File: src/rtl/instr_fetch_pkg.sv
// Shared encodings for the instruction fetch unit: addressing modes, special
// registers, opcode format decode and fetch-sequencer states.
package instr_fetch_pkg;

   localparam logic [15:0] DEF_RESET_VEC = 16'hFFFE;

   localparam logic [1:0] AS_REG = 2'b00;
   localparam logic [1:0] AS_IDX = 2'b01;
   localparam logic [1:0] AS_IND = 2'b10;
   localparam logic [1:0] AS_INC = 2'b11;

   localparam logic [3:0] REG_PC = 4'd0;
   localparam logic [3:0] REG_SR = 4'd2;
   localparam logic [3:0] REG_CG = 4'd3;

   localparam logic [2:0] OP_JUMP = 3'b001;
   localparam logic [5:0] OP_FMT2 = 6'b000100;

   typedef enum logic [2:0] {
      S_VEC  = 3'd0,
      S_OP   = 3'd1,
      S_EXT1 = 3'd2,
      S_EXT2 = 3'd3,
      S_HOLD = 3'd4
   } ifu_state_t;

   typedef enum logic [1:0] {
      FMT_NONE = 2'd0,
      FMT_I    = 2'd1,
      FMT_II   = 2'd2,
      FMT_JUMP = 2'd3
   } ifu_fmt_t;

   function automatic ifu_fmt_t ifu_fmt(input logic [15:0] w);
      ifu_fmt_t f;
      if (w[15:12] >= 4'h4) begin
         f = FMT_I;
      end else if (w[15:13] == OP_JUMP) begin
         f = FMT_JUMP;
      end else if (w[15:10] == OP_FMT2) begin
         f = FMT_II;
      end else begin
         f = FMT_NONE;
      end
      return f;
   endfunction

   // Instruction words live on even addresses only.
   function automatic logic [15:0] word_align(input logic [15:0] a);
      return a & 16'hFFFE;
   endfunction

endpackage

File: src/rtl/instr_fetch_ext_cnt.sv
// Combinational extension-word counter: from an opcode word, decide whether
// source and/or destination extension words follow it.
module instr_fetch_ext_cnt
   import instr_fetch_pkg::*;
(
   input  logic [15:0] ir,
   output logic [1:0]  n_ext,
   output logic        src_ext,
   output logic        dst_ext
);

   ifu_fmt_t   fmt_s;
   logic       has_src_s;
   logic [3:0] rs_s;
   logic [1:0] as_s;
   logic       cg_s;
   logic       src_mode_s;

   // Classify operand fields and evaluate the extension rules.
   always_comb begin
      fmt_s      = ifu_fmt(ir);
      as_s       = ir[5:4];
      has_src_s  = 1'b0;
      rs_s       = 4'd0;
      dst_ext    = 1'b0;
      src_mode_s = 1'b0;
      case (fmt_s)
         FMT_I: begin
            has_src_s = 1'b1;
            rs_s      = ir[11:8];
            dst_ext   = ir[7];
         end
         FMT_II: begin
            has_src_s = 1'b1;
            rs_s      = ir[3:0];
         end
         default: begin
            has_src_s = 1'b0;
            rs_s      = 4'd0;
            dst_ext   = 1'b0;
         end
      endcase
      // R3 in any mode and R2 in the indirect modes are constant generators.
      cg_s = (rs_s == REG_CG) || ((rs_s == REG_SR) && as_s[1]);
      case (as_s)
         AS_IDX:  src_mode_s = !cg_s;
         AS_INC:  src_mode_s = (rs_s == REG_PC);
         AS_REG:  src_mode_s = 1'b0;
         AS_IND:  src_mode_s = 1'b0;
         default: src_mode_s = 1'b0;
      endcase
      src_ext = has_src_s && src_mode_s;
      n_ext   = {1'b0, src_ext} + {1'b0, dst_ext};
   end

endmodule

File: src/rtl/instr_fetch.sv
// Instruction fetch unit: owns the PC, reads the reset vector, gathers an opcode
// plus its extension words and hands them to the decoder. IFU_PREFETCH_EN adds a
// one-entry opcode prefetch buffer used while the decoder stalls.
module instr_fetch
   import instr_fetch_pkg::*;
#(
   parameter logic [15:0] RESET_VEC_ADDR = DEF_RESET_VEC
)(
   input  logic        clk,
   input  logic        rst,
   output logic [15:0] rom_addr,
   output logic        rom_rd,
   input  logic [15:0] rom_rdata,
   input  logic        br_valid,
   input  logic [15:0] br_target,
   input  logic        dec_ready,
   output logic        ir_valid,
   output logic [15:0] ir,
   output logic [15:0] ext_src,
   output logic [15:0] ext_dst,
   output logic [15:0] ir_pc,
   output logic [15:0] pc_out
);

   ifu_state_t  state_r;
   ifu_state_t  next_state_s;
   logic [15:0] pc_r;
   logic [15:0] ir_r;
   logic [15:0] ext_src_r;
   logic [15:0] ext_dst_r;
   logic [15:0] ir_pc_r;
   logic        ir_valid_r;

   logic [15:0] rom_addr_s;
   logic        rom_rd_s;
   logic [15:0] dec_word_s;
   logic [1:0]  n_ext_s;
   logic        src_ext_s;
   logic        dst_ext_s;

   logic        ld_vec_s;
   logic        ld_br_s;
   logic        ld_op_s;
   logic        ld_ext1_s;
   logic        ld_ext2_s;
   logic        pc_inc_s;

`ifdef IFU_PREFETCH_EN
   logic [15:0] pf_word_r;
   logic [15:0] pf_pc_r;
   logic        pf_valid_r;
   logic        pf_fill_s;
   logic        pf_take_s;
`endif

   // Select which word the extension counter inspects this cycle.
   always_comb begin
      dec_word_s = ir_r;
      case (state_r)
         S_OP:    dec_word_s = rom_rdata;
`ifdef IFU_PREFETCH_EN
         S_HOLD:  dec_word_s = pf_valid_r ? pf_word_r : ir_r;
`endif
         default: dec_word_s = ir_r;
      endcase
   end

   instr_fetch_ext_cnt u_ext_cnt (
      .ir      (dec_word_s),
      .n_ext   (n_ext_s),
      .src_ext (src_ext_s),
      .dst_ext (dst_ext_s)
   );

   // Next-state, ROM interface and datapath load strobes.
   always_comb begin
      next_state_s = state_r;
      rom_addr_s   = pc_r;
      rom_rd_s     = 1'b0;
      ld_vec_s     = 1'b0;
      ld_br_s      = 1'b0;
      ld_op_s      = 1'b0;
      ld_ext1_s    = 1'b0;
      ld_ext2_s    = 1'b0;
`ifdef IFU_PREFETCH_EN
      pf_fill_s    = 1'b0;
      pf_take_s    = 1'b0;
`endif
      case (state_r)
         S_VEC: begin
            rom_addr_s   = RESET_VEC_ADDR;
            ld_vec_s     = 1'b1;
            next_state_s = S_OP;
         end
         S_OP: begin
            rom_rd_s = 1'b1;
            if (br_valid) begin
               ld_br_s      = 1'b1;
               next_state_s = S_OP;
            end else begin
               ld_op_s      = 1'b1;
               next_state_s = (n_ext_s == 2'd0) ? S_HOLD : S_EXT1;
            end
         end
         S_EXT1: begin
            rom_rd_s = 1'b1;
            if (br_valid) begin
               ld_br_s      = 1'b1;
               next_state_s = S_OP;
            end else begin
               ld_ext1_s    = 1'b1;
               next_state_s = (n_ext_s == 2'd2) ? S_EXT2 : S_HOLD;
            end
         end
         S_EXT2: begin
            rom_rd_s = 1'b1;
            if (br_valid) begin
               ld_br_s      = 1'b1;
               next_state_s = S_OP;
            end else begin
               ld_ext2_s    = 1'b1;
               next_state_s = S_HOLD;
            end
         end
         S_HOLD: begin
            if (br_valid) begin
               ld_br_s      = 1'b1;
               next_state_s = S_OP;
            end else if (dec_ready) begin
`ifdef IFU_PREFETCH_EN
               if (pf_valid_r) begin
                  pf_take_s    = 1'b1;
                  next_state_s = (n_ext_s == 2'd0) ? S_HOLD : S_EXT1;
               end else begin
                  next_state_s = S_OP;
               end
`else
               next_state_s = S_OP;
`endif
            end else begin
`ifdef IFU_PREFETCH_EN
               if (!pf_valid_r) begin
                  rom_rd_s  = 1'b1;
                  pf_fill_s = 1'b1;
               end else begin
                  pf_fill_s = 1'b0;
               end
`endif
               next_state_s = S_HOLD;
            end
         end
         default: begin
            next_state_s = S_VEC;
         end
      endcase
`ifdef IFU_PREFETCH_EN
      pc_inc_s = ld_op_s || ld_ext1_s || ld_ext2_s || pf_fill_s;
`else
      pc_inc_s = ld_op_s || ld_ext1_s || ld_ext2_s;
`endif
   end

   // Sequencer state and the instruction-valid flag.
   always_ff @(posedge clk or posedge rst) begin
      if (rst) begin
         state_r    <= S_VEC;
         ir_valid_r <= 1'b0;
      end else begin
         state_r    <= next_state_s;
         ir_valid_r <= (next_state_s == S_HOLD);
      end
   end

   // PC, opcode and extension-word registers.
   always_ff @(posedge clk or posedge rst) begin
      if (rst) begin
         pc_r      <= 16'h0000;
         ir_r      <= 16'h0000;
         ext_src_r <= 16'h0000;
         ext_dst_r <= 16'h0000;
         ir_pc_r   <= 16'h0000;
      end else begin
         if (ld_vec_s) begin
            pc_r <= word_align(rom_rdata);
         end else if (ld_br_s) begin
            pc_r <= word_align(br_target);
         end else if (pc_inc_s) begin
            pc_r <= pc_r + 16'd2;
         end else begin
            pc_r <= pc_r;
         end

         if (ld_op_s) begin
            ir_r      <= rom_rdata;
            ir_pc_r   <= pc_r;
            ext_src_r <= 16'h0000;
            ext_dst_r <= 16'h0000;
`ifdef IFU_PREFETCH_EN
         end else if (pf_take_s) begin
            ir_r      <= pf_word_r;
            ir_pc_r   <= pf_pc_r;
            ext_src_r <= 16'h0000;
            ext_dst_r <= 16'h0000;
`endif
         end else if (ld_ext1_s) begin
            // The first extension word belongs to the source whenever it has one.
            if (src_ext_s) begin
               ext_src_r <= rom_rdata;
            end else if (dst_ext_s) begin
               ext_dst_r <= rom_rdata;
            end else begin
               ext_dst_r <= ext_dst_r;
            end
         end else if (ld_ext2_s) begin
            ext_dst_r <= rom_rdata;
         end else begin
            ir_r <= ir_r;
         end
      end
   end

`ifdef IFU_PREFETCH_EN
   // One-entry opcode prefetch buffer, filled while the decoder stalls.
   always_ff @(posedge clk or posedge rst) begin
      if (rst) begin
         pf_word_r  <= 16'h0000;
         pf_pc_r    <= 16'h0000;
         pf_valid_r <= 1'b0;
      end else if (ld_br_s) begin
         pf_valid_r <= 1'b0;
      end else if (pf_fill_s) begin
         pf_word_r  <= rom_rdata;
         pf_pc_r    <= pc_r;
         pf_valid_r <= 1'b1;
      end else if (pf_take_s) begin
         pf_valid_r <= 1'b0;
      end else begin
         pf_valid_r <= pf_valid_r;
      end
   end
`endif

   assign rom_addr = rom_addr_s;
   assign rom_rd   = rom_rd_s;
   assign ir_valid = ir_valid_r;
   assign ir       = ir_r;
   assign ext_src  = ext_src_r;
   assign ext_dst  = ext_dst_r;
   assign ir_pc    = ir_pc_r;
   assign pc_out   = pc_r;

endmodule

File: config.mk
export PLATFORM = sky130hd
export DESIGN_NAME = instr_fetch
export DESIGN_NICKNAME = d
export VERILOG_FILES = /design/src/rtl/instr_fetch_pkg.sv /design/src/rtl/instr_fetch_ext_cnt.sv /design/src/rtl/instr_fetch.sv
export SDC_FILE = /design/constraint.sdc
export NUM_CORES = 1
export LEC_CHECK = 0
export CORE_MARGIN = 1
export CORE_UTILIZATION = 50
export CTS_BUF_LIST = sky130_fd_sc_hd__clkbuf_16
export DETAILED_ROUTE_END_ITERATION = 10
export PLACE_DENSITY = 0.86
export SYNTH_ARGS = -nofsm -noshare
export SYNTH_HDL_FRONTEND = slang
export SYNTH_SLANG_ARGS = --single-unit
File: constraint.sdc
create_clock -name clk -period 6.41 [get_ports clk]
set_clock_uncertainty 0.2 [all_clocks]
set_input_delay 1.282 -clock clk [delete_from_list [all_inputs] [get_ports clk]]
set_output_delay 1.282 -clock clk [all_outputs]
set_load 0.005 [all_outputs]
Word-level counts from Yosys, hierarchy flattened
Index checks and enable logic that the tools add are counted.
{"block": "word_totals", "regBits": 84, "in_bits": 36, "output_inout_bits": 98, "wordCells": 83}
{"block": "classes", "add_sub_neg": 2, "order_cmp": 1, "eq_ne": 17, "muxes": 36, "n_reduce_logical": 20}
{"op": "$mux W16", "count": 13}
{"op": "$mux W3", "count": 7}
{"op": "$add A16 B2 Y16 const B", "count": 1}
{"op": "$pmux W3 S5", "count": 1}
{"op": "$mux W1", "count": 10}
{"op": "$eq A2 B2 Y1 const B", "count": 4}
{"op": "$eq A4 B2 Y1 const B", "count": 2}
{"op": "$pmux W4 S2", "count": 1}
{"op": "$eq A3 B1 Y1 const B", "count": 2}
{"op": "$eq A3 B2 Y1 const B", "count": 2}
{"op": "$eq A3 B3 Y1 const B", "count": 2}
{"op": "$eq A6 B3 Y1 const B", "count": 1}
{"op": "$mux W2", "count": 3}
{"op": "$ne A3 B3 Y1 const B", "count": 2}
{"op": "$reduce_bool A3 Y1", "count": 2}
{"op": "$eq A2 B1 Y1 const B", "count": 2}
{"op": "$ge A4 B3 Y1 const B", "count": 1}
{"op": "$logic_not A2 Y1", "count": 2}
{"op": "$logic_not A4 Y1", "count": 1}
{"op": "$reduce_bool A2 Y1", "count": 2}
{"op": "$reduce_or A2 Y1", "count": 2}
{"op": "$reduce_or A4 Y1", "count": 1}
{"op": "$logic_not A3 Y1", "count": 1}
{"op": "$logic_or A1 B1 Y1", "count": 3}
{"op": "7 further kinds", "count": 8}

Longest topological paths before layout
Gate-level depths: netlist of run 1.
{"block": "logic_depth", "depth_word": 20, "mapped_depth": 9, "mapped_depth_nobuf": 6}

Cells and area by module
Synthesis of run 1 repeated with hierarchy kept, for this count alone.
{"block": "unflattened", "cells_unflattened": 479, "area_unflattened_um2": 4270.3}
{"module": "instr_fetch", "n_inst": 1, "cells_per_inst": 467, "area_per_inst_um2": 4180.3, "seq_area_each_um2": 2052.0}
{"module": "instr_fetch_ext_cnt", "n_inst": 1, "cells_per_inst": 12, "area_per_inst_um2": 90.1, "seq_area_each_um2": 0.0}

Worst setup path before layout of run 1
No wires, ideal clock.
{"block": "synth_timing", "kind": "input -> register", "from": "input port rom_rdata[2]", "to": "register ext_dst_r[6] (netlist: ext_dst[6])", "setup_ns": 0.127, "arrival_ns": 3.025, "path_slack_ns": 3.058, "cell_stages": 7, "path_cell_list": "or4bb_1 > nand4_1 > nand4_1 > o2111a_2 > or4_1 > buf_6 > mux2_1"}
{"block": "synth_via", "elab_chain_len": 10}
{"item": "start: declaration", "line": "instr_fetch.sv:13", "text": "input logic [15:0] rom_rdata,"}
{"item": "$mux W16 *", "line": "instr_fetch.sv:59", "text": "case (state_r)"}
{"item": "$pmux W4 S2 *", "line": "instr_fetch_ext_cnt.sv:27", "text": "case (fmt_s)"}
{"item": "$eq A4 B2 Y1", "line": "instr_fetch_ext_cnt.sv:44", "text": "cg_s = (rs_s == REG_CG) || ((rs_s == REG_SR) && as_s[1]);"}
{"item": "$logic_and A1 B1 Y1", "line": "instr_fetch_ext_cnt.sv:44"}
{"item": "$logic_or A1 B1 Y1", "line": "instr_fetch_ext_cnt.sv:44"}
{"item": "$logic_not A1 Y1", "line": "instr_fetch_ext_cnt.sv:46", "text": "AS_IDX: src_mode_s = !cg_s;"}
{"item": "$pmux W1 S3 *", "line": "instr_fetch_ext_cnt.sv:45", "text": "case (as_s)"}
{"item": "$logic_and A1 B1 Y1 *", "line": "instr_fetch_ext_cnt.sv:52", "text": "src_ext = has_src_s && src_mode_s;"}
{"item": "$ne A3 B3 Y1 (no source line) *"}
{"item": "$reduce_and A3 Y1 (no source line) *"}
{"item": "end signal: assignment", "line": "instr_fetch.sv:210", "text": "ext_dst_r <= rom_rdata;"}
{"item": "end signal: assignment", "line": "instr_fetch.sv:212", "text": "ext_dst_r <= ext_dst_r;"}
{"item": "end signal: assignment", "line": "instr_fetch.sv:215", "text": "ext_dst_r <= rom_rdata;"}
{"item": "end: declaration", "line": "instr_fetch.sv:30", "text": "logic [15:0] ext_dst_r;"}
Every way passes the cells marked *; elsewhere a longest branch is shown, timed or not.
A chain may end at the register's enable or synchronous reset.

Worst setup path after layout of run 1
{"block": "layout_timing", "from": "input port rom_rdata[14]", "to": "register ext_dst_r[6] (netlist: ext_dst[6])"}
{"block": "layout_via", "elab_chain_len": 15}
{"item": "$mux W16 *", "line": "instr_fetch.sv:59"}
{"item": "$eq A6 B3 Y1", "line": "instr_fetch_pkg.sv:40", "text": "end else if (w[15:10] == OP_FMT2) begin"}
{"item": "$mux W2", "line": "instr_fetch_pkg.sv:40"}
{"item": "$mux W2", "line": "instr_fetch_pkg.sv:38", "text": "end else if (w[15:13] == OP_JUMP) begin"}
{"item": "$mux W2 *", "line": "instr_fetch_pkg.sv:36", "text": "if (w[15:12] >= 4'h4) begin"}
{"item": "$eq A2 B2 Y1 or $eq A2 B1 Y1 (tied branches)", "line": "instr_fetch_ext_cnt.sv:27"}
{"item": "$pmux W4 S2", "line": "instr_fetch_ext_cnt.sv:27"}
{"item": "$eq A4 B2 Y1", "line": "instr_fetch_ext_cnt.sv:44"}
{"item": "$logic_and A1 B1 Y1", "line": "instr_fetch_ext_cnt.sv:44"}
{"item": "$logic_or A1 B1 Y1", "line": "instr_fetch_ext_cnt.sv:44"}
{"item": "$logic_not A1 Y1", "line": "instr_fetch_ext_cnt.sv:46"}
{"item": "$pmux W1 S3", "line": "instr_fetch_ext_cnt.sv:45"}
{"item": "$logic_and A1 B1 Y1", "line": "instr_fetch_ext_cnt.sv:52"}
{"item": "$ne A3 B3 Y1 (no source line)"}
{"item": "$reduce_and A3 Y1 (no source line) *"}
Marked as above.

==> summary.txt, run 1 <==
Critical path
  • Worst path max stage delay: 750 ps
  • Crit path cell chain: clkdlybuf4s50_1, or2_2, a2111oi_2, o221a_1, o2111a_2, or4_1, mux2_1
  • CP delay by family, top: compound AO/OA/AOI/OAI gates
  • Required time worst endpoint: 6430 ps
  • WS Path Type: in2reg
  • Arr. time, crit path: approximately 4600 ps
  • Critical Path Fanout Max: 34
  • Buf+Inv Stages, Crit Path: 1
  • Critical Path Stages: 7
  • Crit path max-delay cell type: or4_1
  • Worst setup EP type: register
  • Setup crit start kind: input pin
  • R2R cell count: 6

Power
  • Static leakage: 0.002649 uW
  • Power density cells: 502.5 nW/um^2
  • Worst IR Drop VDD: 0.3020 mV

Logic synthesis
  • Syn_area_per_cell: 8.645 sq um
  • Synth warn: 0
  • Xor and xnor area share after synthesis: 0.02721
  • Top post-synthesis cells by count: 161 x nand2_1, 82 x dfrtp_1, 28 x o21ai_0
  • Post-synthesis cell area: 4184 sq um
  • EDFF count, synth: 0
  • Count leader, synth: nand2_1
  • Largest family of logic cells by synthesized area: simple AND/OR/NAND/NOR gates
  • Unique masters post-synth: 47
  • Post-Synth Adder-Cell Area: 0.002990
  • Top-area cell type share of the netlist area: 0.4904
  • Cell taking the most area after synthesis: dfrtp_1
  • Simple-Gate Fraction of Synth Area: 0.2617
  • Top post-synthesis cells by area: dfrtp_1 49%, nand2_1 14%, mux2i_1 4.5%
  • Syn Inst Count: 484
  • Multiplexer share of the synthesized area: 0.05084
  • Complex-gate fraction of the synthesized area: 0.1169
  • Async SR Flop Fraction: 1.000
  • Register bit total from synthesis: 82
  • Seq/Total Area, Yosys: 0.4904
  • Synth Flop Type: dfrtp_1

Floorplanning
  • Initial Util: 0.5278
  • Total die area: 8738 sq um
  • Die W: just over 90 microns
  • Die height: 93.48 microns
  • Core footprint: 7928 sq um
  • Rows: 32
  • IO Pins: 134

Clock network
  • Inserted Clock Buffers: 9
  • Post CTS Setup Buffer Count: 0
  • Clk root buf: clkbuf_16
  • CTS tree: yes
  • Hold_buf cts: 0
  • Post-CTS Resized: 0
  • Reg clk slew, reported paths: 60 ps
  • Clk Latency, worst-skew pair: 340 ps
  • Total clock sinks: 82
  • H-tree Lvls: 3
  • CTS Buffer Depth: 2

Finish
  • Layout Utilization: 0.7344
  • # diodes: 0
  • Design Area, Final: just under 6000 sq um
  • Finished Layout Cells: 706
  • Layout area overhead: 39.14%
  • Share of layout cells above drive strength 1: 0.07285
  • Final net count: 636
  • Filler Cells Inserted: about 550

Timing
  • Final min period: between 4000 and 5000 ps
  • Final period utilization: 0.7195
  • Hold WS: 278.8 ps
  • Fin. max-slew vios: 0
  • Max Fclk: between 0.2 and 0.25 GHz
  • Final hold viol count: 0
  • Relative slew slack: 0.3157
  • Worst-Margin Slew: 1027 ps
  • TNS Setup: 0 ps
  • RSZ-0062 raised after global routing: false
  • Setup violations, final: 0

Place
  • Placed Area: 5504 sq um
  • Port buffer count: 129
  • Dpl cells: 690
  • Half-perimeter wire length after detailed placement: 8197 microns
  • GP Congestion: 0.8550

Worst hold path
  • Hold Path Cell Cnt: 2
  • Hold crit path type: reg2reg

Global routing
  • Initial antenna violation count: 0
  • Global Route Usage Sum: 0.2900
  • GRT overflow: 0
  • Largest net degree at the start of global routing: 83
  • Vias in the first global route: roughly 3.9k
  • Global-route wire length before repair: 19320 microns

Detailed routing
  • DR vias: 3951
  • DRT Wirelength: ~12000 microns
  • Average wire per standard cell: 17.31 microns
  • DRT iter0 DRCs: 286
  • First-pass iteration count of the detailed router: 4
  • Vias per cell: roughly 5.6
  • Drt drc: 0
  • Post-DRT Antenna Nets: 0

Outcome
  • Status: finished, final reports clean

Job
  • Max-cap viol count: 0
final timing paths:
| check | start | end | slack [ps] |
|---|---|---|---|
| setup / recovery | rom_rdata[14] | ext_dst[6]$_DFFE_PP0P_ | 1800 |
| hold / removal | ir_pc[2]$_DFFE_PP0P_ | ir_pc[2]$_DFFE_PP0P_ | 280 |
| setup reg to reg | state_r[2]$_DFF_PP0_ | ext_dst[6]$_DFFE_PP0P_ | 2420 |
| hold reg to reg | ir_pc[2]$_DFFE_PP0P_ | ir_pc[2]$_DFFE_PP0P_ | 280 |
| max in group asynchronous | rst | ir[9]$_DFFE_PP0P_ | 3960 |
| min in group asynchronous | rst | ir_pc[2]$_DFFE_PP0P_ | 1380 |
state kept, by name, summed over array words and instances, names as in the netlist:
signal and flops:
ext_src 16, state_r 3, ext_dst 16, ir 16, ir_pc 15, pc_out 15, ir_valid 1
layout make-up:
class | count | area, sq um | area share
timing repair buffer | 133 | 1321 | 0.2270
multi-input combinational | 357 | 1942 | 0.3335
inverter | 16 | 61.31 | 0.01053
clock buffer | 9 | 225.2 | 0.03868
clock inverter | 7 | 92.59 | 0.01590
sequential | 82 | 2052 | 0.3525
tap | 102 | 127.6 | 0.02192
worst reg2reg max path, delay by kind of cell (launching register included):
kind               cells  cell delay [ps]
AOI/OAI and AO/OA      3             1250
muxes                  1              380
DFF                    1              630
and+or+nand+nor        2             1410
metrics by stage:
stage                     worst slack [ps]  power (uW)
after floorplan                       2820        1620
after global placement                1559        2304
after detailed placement              1479        2360
after CTS                             1828        2926
after global routing                  1610        3114
final                                 1798        2925
per-layer routing:
layer	part of all wire	up-vias	GRT usage	wire, microns
met4	0.034	0	0.1769	415
met5	0	-	0	0
met3	0.083	29	0.03821	1010
met1	0.40	1881	0.3749	4915
met2	0.48	197	0.4638	5880
li1	-	1844	-	-
layout by cell type (no fill, tap or decap), drive strengths merged, types with 2 or more instances in the layout:
cell,instances
o311ai,2
or2,18
clkbuf,9
nand2b,2
and3,2
clkinv,3
dfrtp,82
nor2b,2
conb,3
a22oi,2
or4,3
nand2,161
a2111oi,2
nor3,4
mux2i,19
clkdlybuf4s50,129
a21oi,11
nor2,26
and4,2
bufinv,2
xor2,10
a211oi,10
or4bb,2
nand4,4
o21ai,30
a221o,6
nor4b,2
clkinvlp,2
buf,4
a221oi,3
xnor2,3
mux2,2
and2,4
o22a,2
inv,16
nand3,10
cells by family after synthesis:
group | count (synthesis)
AND/OR/NAND/NOR | 246
flip-flops | 82
AO/OA/AOI/OAI | 73
buffers and inverters | 47
multiplexers | 21
XOR/XNOR | 13
adder cells (fa/ha/maj) | 1
other | 1
report_power, final:
part	switching [uW]	internal (uW)	total [uW]	leakage, uW
sequential	236	731	967	0.00103
clock	214	340	555	0.000149
combinational	622	782	1400	0.00147
total	1070	1850	2930	0.00265
No activity file was read; power rests on OpenSTA's default activity.
==> run 2: changes to the inputs <==
- CORE_UTILIZATION: 50 -> 47
- PLACE_DENSITY: 0.86 -> 0.81
- clock period: 6.41 -> 4.75 ns (I/O delays scaled with it)
==> run 2 against run 1 <==
Compared with the run above: register-to-register slack worse by 1000 ps; core utilization down 6.2 points; die area up 6.2%; sequential share of layout area down 0.083 points; routed wire length down 0.25%; global-route usage down 1.6 points; hold slack worse by 6.0 ps; via count down 1.4%.
==> summary.txt, run 2 (same netlist as run 1, synthesis figures left out) <==
Detailed routing
  • DR vias: slightly below 4k
  • Post-DRT Antenna Nets: 0
  • DRT iter0 DRCs: 304
  • DRT Wirelength: roughly 12000 microns
  • Average wire per standard cell: approximately 17 microns
  • First-pass iteration count of the detailed router: 5
  • Drt drc: 0
  • Vias per cell: 5.432

Worst hold path
  • Hold Path Cell Cnt: 2
  • Hold crit path type: reg2reg
  • WHS Endpoint: ir_pc[8]$_DFFE_PP0P_
  • Min-delay src: ir_pc[8]$_DFFE_PP0P_

Outcome
  • Status: finished, final reports clean

Clock network
  • Clk Latency, worst-skew pair: between 300 and 400 ps
  • CTS Buffer Depth: 2
  • Post-CTS Resized: 0
  • Hold_buf cts: 0
  • Inserted Clock Buffers: 9
  • Total clock sinks: between 80 and 90
  • CTS tree: yes
  • Post CTS Setup Buffer Count: 0
  • Clk root buf: clkbuf_16
  • Reg clk slew, reported paths: 60 ps
  • H-tree Lvls: 3

Timing
  • Final period utilization: 0.8026
  • RSZ-0062 raised after global routing: false
  • TNS Setup: 0 ps
  • Setup violations, final: 0
  • Relative slew slack: 0.3785
  • Worst-Margin Slew: 932.3 ps
  • Hold WS: between 200 and 300 ps
  • Final min period: roughly 3800 ps
  • Final hold viol count: 0
  • Fin. max-slew vios: 0
  • Max Fclk: 0.2623 GHz

Job
  • Max-cap viol count: 0

Finish
  • Most common cell after layout, fill and taps aside: nand2_1
  • Commonest non-fill, non-tap cells in the layout: 161 x nand2_1, 129 x clkdlybuf4s50_1, 82 x dfrtp_1
  • Share of layout cells above drive strength 1: 0.07553
  • # diodes: 0
  • Layout area overhead: 39.47%
  • Final net count: 641
  • Filler Cells Inserted: 722

Critical path
  • Buf+Inv Stages, Crit Path: 2
  • Crit path max-delay cell type: nor2_2
  • R2R cell count: 7
  • Critical Path Fanout Max: 18
  • Required time worst endpoint: 3600 ps
  • Worst r2r dst: ext_dst[2]$_DFFE_PP0P_
  • R2R Setup Slk: 1420 ps
  • WS Path Type: reg2out
  • Worst path max stage delay: about 500 ps
  • Arr. time, crit path: 2660 ps
  • Crit path cell chain: or2_2, nor2_2, buf_4, or2_2, clkdlybuf4s50_1
  • Setup crit start kind: register
  • Most used cell, CP: or2_2
  • Worst setup EP type: primary output
  • CP delay by family, top: simple AND/OR/NAND/NOR gates
  • Reg-to-reg startpoint: state_r[2]$_DFF_PP0_

Power
  • Static leakage: ~0.0027 uW
  • Worst IR Drop VDD: 0.4002 mV
  • Power density cells: 664.8 nW/um^2

Global routing
  • Global-route wire length before repair: 19020 microns
  • GRT overflow: 0
  • Vias in the first global route: approximately 3.7k
  • Global Route Usage Sum: 0.2736
  • Initial antenna violation count: 0
  • Largest net degree at the start of global routing: 49

Floorplanning
  • Rows: 34
  • Initial Util: 0.4821
  • Total die area: 9283 sq um
  • Die W: 96.35 microns
  • Die height: 96.35 microns
  • Core footprint: 8678 sq um
  • IO Pins: 134

Place
  • Half-perimeter wire length after detailed placement: 8467 microns
  • Port buffer count: 129
  • GP Congestion: 0.8982
## run 2: cell count changes in the layout (fill, tap and decap cells not counted), sizes merged
cell      change
clkinvlp      -1
buf           +5
bufinv        -1
clkinv        +2
## run 2: per-layer routing
metal / track usage / wire length, microns / vias to the layer above
met3: 0.03397 / 679 / 21
li1: - / - / 1845
met5: 0 / 0 / -
met1: 0.3844 / 5312 / 1875
met4: 0.1115 / 262 / 0
met2: 0.4291 / 5937 / 154
## run 2: area by class of cell
cell class | count | area (sq um) | share of cell area
sequential | 82 | 2052 | 0.3516
multi-input combinational | 357 | 1942 | 0.3328
timing repair buffer | 138 | 1359 | 0.2328
clock buffer | 9 | 225.2 | 0.03859
tap | 108 | 135.1 | 0.02316
clock inverter | 7 | 61.31 | 0.01051
inverter | 16 | 61.31 | 0.01051
## run 2: where the power goes
group          leakage [uW]  switching (uW)  internal (uW)
logic               0.00150             845           1060
clock network      0.000139             263            401
registers           0.00103             324            986
total               0.00266            1430           2450
## run 2: how the worst max path moves through the flow
stage	from	end	slack, ps	depth (start not counted)
finish	state_r[1]$_DFF_PP0_	rom_addr[5]	940	5
global route	state_r[1]$_DFF_PP0_	rom_addr[4]	780	5
CTS	state_r[1]$_DFF_PP0_	rom_addr[5]	940	5
detailed placement	rom_rdata[2]	ext_dst[2]$_DFFE_PP0P_	760	8
global placement	rom_rdata[2]	ext_dst[15]$_DFFE_PP0P_	860	8
floorplan	rst	ext_dst[0]$_DFFE_PP0P_	1490	1
## run 2: per-stage QoR
| step | util | total power [uW] | cells | setup WS [ps] | cell area (sq um) |
|---|---|---|---|---|---|
| 2_1_floorplan | - | 2187 | 486 | 1492 | 4192 |
| 3_3_place_gp | 0.6394 | 3127 | 701 | 861.4 | 5549 |
| 3_5_place_dp | 0.6394 | 3203 | 701 | 755.5 | 5549 |
| 4_1_cts | 0.6724 | 3881 | 717 | 944.9 | 5836 |
| 5_1_grt | 0.6724 | 4157 | 717 | 783.8 | 5836 |
| 6_report | 0.6724 | 3879 | 717 | 937.8 | 5836 |
## run 2: worst register-to-register path: cells and delay by family (launching register included)
kind	cells	cell delay [ps]
AO/OA/AOI/OAI	3	880
buffers and inverters	1	290
flip-flops	1	640
multiplexers	1	220
AND/OR/NAND/NOR	2	1000
